===== config.mk =====
export PLATFORM = sky130hd
export DESIGN_NAME = capture_sram
export DESIGN_NICKNAME = d
export VERILOG_FILES = /design/src/rtl/capture_sram.sv
export SDC_FILE = /design/constraint.sdc
export NUM_CORES = 2
export LEC_CHECK = 0
export ABC_AREA = 1
export BUFFER_PORTS_ARGS = -buffer_cell sky130_fd_sc_hd__buf_4
export CAP_MARGIN = 20
export CORE_UTILIZATION = 50
export DETAILED_ROUTE_END_ITERATION = 7
export PLACE_DENSITY = 0.65
export REMOVE_ABC_BUFFERS = 1
export SLEW_MARGIN = 10
export SYNTH_ARGS = -nofsm -noshare
export SYNTH_HDL_FRONTEND = slang
export SYNTH_SLANG_ARGS = --single-unit

===== constraint.sdc =====
create_clock -name clk_i -period 6.4 [get_ports clk_i]
set_input_delay 1.28 -clock clk_i [delete_from_list [all_inputs] [get_ports clk_i]]
set_output_delay 1.28 -clock clk_i [all_outputs]
set_load 0.02 [all_outputs]

===== src/rtl/capture_sram.sv =====
// Triggered circular sample-capture buffer. It keeps PRE_TRIG samples from before the trigger,
// fills the rest of memory after the trigger, then freezes for readout over a 1-cycle-latency port.
module capture_sram #(
   parameter int ADDR_WIDTH = 6,
   parameter int DATA_WIDTH = 32,
   parameter int PRE_TRIG   = 8
) (
   input  logic                  clk_i,
   input  logic                  rst_n_i,
   input  logic                  arm_i,
   input  logic                  trig_i,
   input  logic [DATA_WIDTH-1:0] sample_i,
   input  logic                  sample_valid_i,
   output logic                  busy_o,
   output logic                  done_o,
   output logic [ADDR_WIDTH-1:0] trig_pos_o,
   output logic [ADDR_WIDTH-1:0] start_addr_o,
   input  logic [ADDR_WIDTH-1:0] mem_addr_i,
   output logic [DATA_WIDTH-1:0] mem_data_o
);

   localparam int DEPTH = 2 ** ADDR_WIDTH;
   localparam logic [ADDR_WIDTH-1:0] PRE_TRIG_W = ADDR_WIDTH'(PRE_TRIG);
   localparam logic [ADDR_WIDTH-1:0] POST_INIT  = ADDR_WIDTH'(DEPTH - PRE_TRIG - 1);
   localparam logic [ADDR_WIDTH-1:0] ONE        = ADDR_WIDTH'(1);

   typedef enum logic [2:0] {
      S_IDLE,
      S_PRE,
      S_ARMED,
      S_POST,
      S_DONE
   } state_t;

   state_t                r_state;
   state_t                w_state_nxt;
   logic                  w_wr_en;
   logic                  w_trig_hit;
   logic [ADDR_WIDTH-1:0] r_wr_ptr;
   logic [ADDR_WIDTH-1:0] r_pre_cnt;
   logic [ADDR_WIDTH-1:0] r_post_cnt;
   logic [ADDR_WIDTH-1:0] r_trig_pos;
   logic [DATA_WIDTH-1:0] r_mem_data;
   logic [DATA_WIDTH-1:0] r_mem [DEPTH];

   // arm_i overrides everything, including the write of a sample arriving in the same cycle
   always_comb begin
      w_state_nxt = r_state;
      w_wr_en     = 1'b0;
      w_trig_hit  = 1'b0;
      if (arm_i) begin
         w_state_nxt = (PRE_TRIG == 0) ? S_ARMED : S_PRE;
      end else begin
         case (r_state)
            S_PRE: begin
               if (sample_valid_i) begin
                  w_wr_en = 1'b1;
                  if (r_pre_cnt + ONE == PRE_TRIG_W) begin
                     w_state_nxt = S_ARMED;
                  end
               end
            end
            S_ARMED: begin
               if (sample_valid_i) begin
                  w_wr_en = 1'b1;
                  if (trig_i) begin
                     w_trig_hit  = 1'b1;
                     w_state_nxt = (POST_INIT == '0) ? S_DONE : S_POST;
                  end
               end
            end
            S_POST: begin
               if (sample_valid_i) begin
                  w_wr_en = 1'b1;
                  if (r_post_cnt == ONE) begin
                     w_state_nxt = S_DONE;
                  end
               end
            end
            default: begin
            end
         endcase
      end
   end

   always_ff @(posedge clk_i or negedge rst_n_i) begin
      if (!rst_n_i) begin
         r_state    <= S_IDLE;
         r_wr_ptr   <= '0;
         r_pre_cnt  <= '0;
         r_post_cnt <= '0;
         r_trig_pos <= '0;
      end else begin
         r_state <= w_state_nxt;
         if (arm_i) begin
            r_wr_ptr  <= '0;
            r_pre_cnt <= '0;
         end else begin
            if (w_wr_en) begin
               r_wr_ptr <= r_wr_ptr + ONE;
            end
            if (w_wr_en && r_state == S_PRE) begin
               r_pre_cnt <= r_pre_cnt + ONE;
            end
            if (w_trig_hit) begin
               r_trig_pos <= r_wr_ptr;
               r_post_cnt <= POST_INIT;
            end
            if (w_wr_en && r_state == S_POST) begin
               r_post_cnt <= r_post_cnt - ONE;
            end
         end
      end
   end

   // Storage has no reset, so the simple dual-port RAM can be inferred cleanly.
   always_ff @(posedge clk_i) begin
      if (w_wr_en) begin
         r_mem[r_wr_ptr] <= sample_i;
      end
   end

   always_ff @(posedge clk_i or negedge rst_n_i) begin
      if (!rst_n_i) begin
         r_mem_data <= '0;
      end else begin
         r_mem_data <= r_mem[mem_addr_i];
      end
   end

   assign busy_o       = (r_state == S_PRE) || (r_state == S_ARMED) || (r_state == S_POST);
   assign done_o       = (r_state == S_DONE);
   assign trig_pos_o   = r_trig_pos;
   assign start_addr_o = r_trig_pos - PRE_TRIG_W;
   assign mem_data_o   = r_mem_data;

endmodule

==> impl_metrics.tcl <==
set metrics [dict create \
    status "complete, no violations" \
    wl_met3_um 23500 \
    rows 150 \
    hold_violations 0 \
    layout_min_cycle_time_ps 3970 \
    wl_met1_um 96800 \
    hp-class "in2async" \
    period_share_pct 62.1 \
    switchingPower_mw 6.99 \
    synth_most_common_cell "nand2_1" \
    top_level_ports 89 \
    critPathCaptureType "flip-flop" \
    ys_seq_area_share_pct 74.6 \
    vias 55000 \
    cap_viol_max_count 0 \
    cp.arrival_ps 4430 \
    leakage_nw 33.0 \
    whs_ps 269 \
    grt_max_degree 195 \
    seqPwrFrac_pct 52.0 \
    overflow 0 \
    pwr-share-comb_pct 7.2 \
    yosysUniqueCellTypes 29 \
    power_mw 29.6 \
    synthArstFlopShare_pct 2.80 \
    cts_buffers 209 \
    wirelength_um 237000 \
    tightestPinTransition_ps 1130 \
    yosysWarningCount 0 \
    crit_family "simple AND/OR/NAND/NOR gates" \
    yosys-top-cells-area "edfxtp_1, nand3_1, nand2_1" \
    final_nets 6938 \
    vias_per_cell 5.93 \
    remaining_drc_errors 0 \
    cts_post_setup_buffers_inserted 0 \
    yosysTopAreaCell "edfxtp_1" \
    top_layer_used "met5" \
    clockBufferDepth 3 \
    report.final.setup_viol 0 \
    critPathMaxFanout 32 \
    worstPathRequired_ps 6860 \
    synth_top_area_share_pct 72.8 \
    yosys-top-cells-count "nand2_1, edfxtp_1, nand3_1" \
    drive_above_1_share_pct 7.52 \
    initial_core_util_pct 50.4 \
    slowest_delay_ps 1070 \
    path_cells "inv_1 > a21oi_2 > nand2_1 > nor2_2 > nand4_4 > nor2_4" \
    rsz0062_at_grt "false" \
    wl_met2_um 107000 \
    ctsResizeCount 0 \
    antenna_left 0 \
    crit_slowest_cell "nor2_4" \
    die_y_um 413 \
    core_area_mm2 0.167 \
    path_buf_inv 1 \
    grt_pass1_vias 50700 \
    die_w_um 413 \
    drtPass1Iterations 6 \
    final_core_util_pct 56.2 \
    sw_frac_of_total_pct 23.6 \
    clock-sinks 2107 \
    cts_tree "built" \
    syn_avg_cell_area_um2 12.1 \
    fmax_mhz 252 \
    grt_pass1_wl_um 342000 \
    place_area_mm2 0.0871 \
    crit_type "reg2reg" \
    drtIter0Drc 7986 \
    cts_hold_buf 0 \
    netlist_area_mm2 0.0844 \
    path_clk_slew_ps 60 \
    grt_antenna_before_repair 3 \
    synth_edf_count 2048 \
    gp_congestion 0.878 \
    synthCells 6956 \
    track_usage_pct 27.6 \
    clockRootBuffer "clkbuf_16" \
    relSlewSlack_pct 24.6 \
    wire_per_inst_um 25.6 \
    powerDensity_mw_per_mm2 314 \
    dp_hpwl_um 129000 \
    p_int_mw 22.6 \
    clock_latency_ps 880 \
    htreeDepth 4 \
    final_area_mm2 0.0941 \
    drv_slew 0 \
    p_clk_share_pct 40.8 \
    fin_skew_ps 59.6 \
    die_area_mm2 0.170 \
    ys_ff_latch 2107 \
    cp-start-kind "flip-flop" \
    area_delta_synth_final_pct 11.4 \
    synth_flop_cell "edfxtp_1" \
    port_buffers 88 \
    ir_drop_mv 0.317 \
]
[sequential cells by signal, indices dropped and copies added, names as in the netlist]
signal	cells
r_wr_ptr	6
r_pre_cnt	6
r_state	3
r_post_cnt	6
r_mem	2048
mem_data_o	32
trig_pos_o	6
[logic make-up after synthesis]
group | count (synthesis) | synth area share [%]
AO/OA/AOI/OAI | 32 | 0.210
XOR/XNOR | 3 | 0.0311
adder cells (fa/ha/maj) | 5 | 0.0741
buffers and inverters | 487 | 2.88
flip-flops | 2107 | 74.6
AND/OR/NAND/NOR | 4322 | 22.2
[metal layers]
metal / GRT usage [%] / vias to the layer above
met5: 0 / -
met2: 41.2 / 2901
met4: 11.3 / 2
li1: - / 24600
met3: 4.88 / 402
met1: 40.3 / 27100
[final timing paths]
check                         startpoint        endpoint  slack (ps)  cells past startpoint
max                           r_state[0]   r_mem[30][29]        2430                      6
min                              rst_n_i   trig_pos_o[1]         270                      1
max reg2reg                   r_state[0]   r_mem[30][29]        2430                      6
min reg2reg                r_post_cnt[5]   r_post_cnt[5]         490                      1
max in group asynchronous        rst_n_i  mem_data_o[16]        4970                      2
min in group clk_i         r_post_cnt[5]   r_post_cnt[5]         490                      1
[stage by stage]
stage	cells	setup TNS [ps]	setup slack, ps
after detailed placement	8875	0	1760
after floorplan	6504	-12710	-425
after global placement	8867	0	1790
after CTS	9254	0	2460
after global routing	9262	0	2330
final	9264	0	2430
[power by group through the flow]
stage,Combinational [mW],Clock [mW],Sequential [mW]
2_1_floorplan,0.963,0,15.7
3_3_place_gp,2.06,0,15.7
3_5_place_dp,2.10,0,15.7
4_1_cts,2.11,12.1,15.4
5_1_grt,2.28,12.7,15.4
6_report,2.13,12.1,15.4
[worst reg2reg max path, delay by kind of cell (launching register included)]
kind | cells | cell delay (ps)
AND/OR/NAND/NOR | 4 | 2850
AO/OA/AOI/OAI | 1 | 170
buffers and inverters | 1 | 110
flip-flops | 1 | 420
[layout by cell type, fill, tap and decap left out, types with 7 or more instances in the layout]
cell type,count
a21oi_1,7
buf_12,31
buf_16,10
buf_4,130
bufinv_16,17
clkbuf_1,58
clkbuf_16,210
clkinv_1,44
clkinv_2,28
dfrtp_1,59
edfxtp_1,2048
inv_1,30
nand2_1,2318
nand3_1,1907
nand4_4,7
nor2_1,18
nor2_4,63
o21ai_0,17
[layout make-up]
type / count / area (um2)
Clock buffer: 274 / 5560
Multi-Input combinational cell: 4362 / 19500
Inverter: 35 / 169
Fill cell: 13400 / 73400
Timing Repair Buffer: 175 / 1930
Clock inverter: 105 / 1160
Sequential cell: 2107 / 63000
Antenna cell: 2 / 5.00
Tap cell: 2204 / 2760
Note: power is estimated with default switching activity, not from simulation.
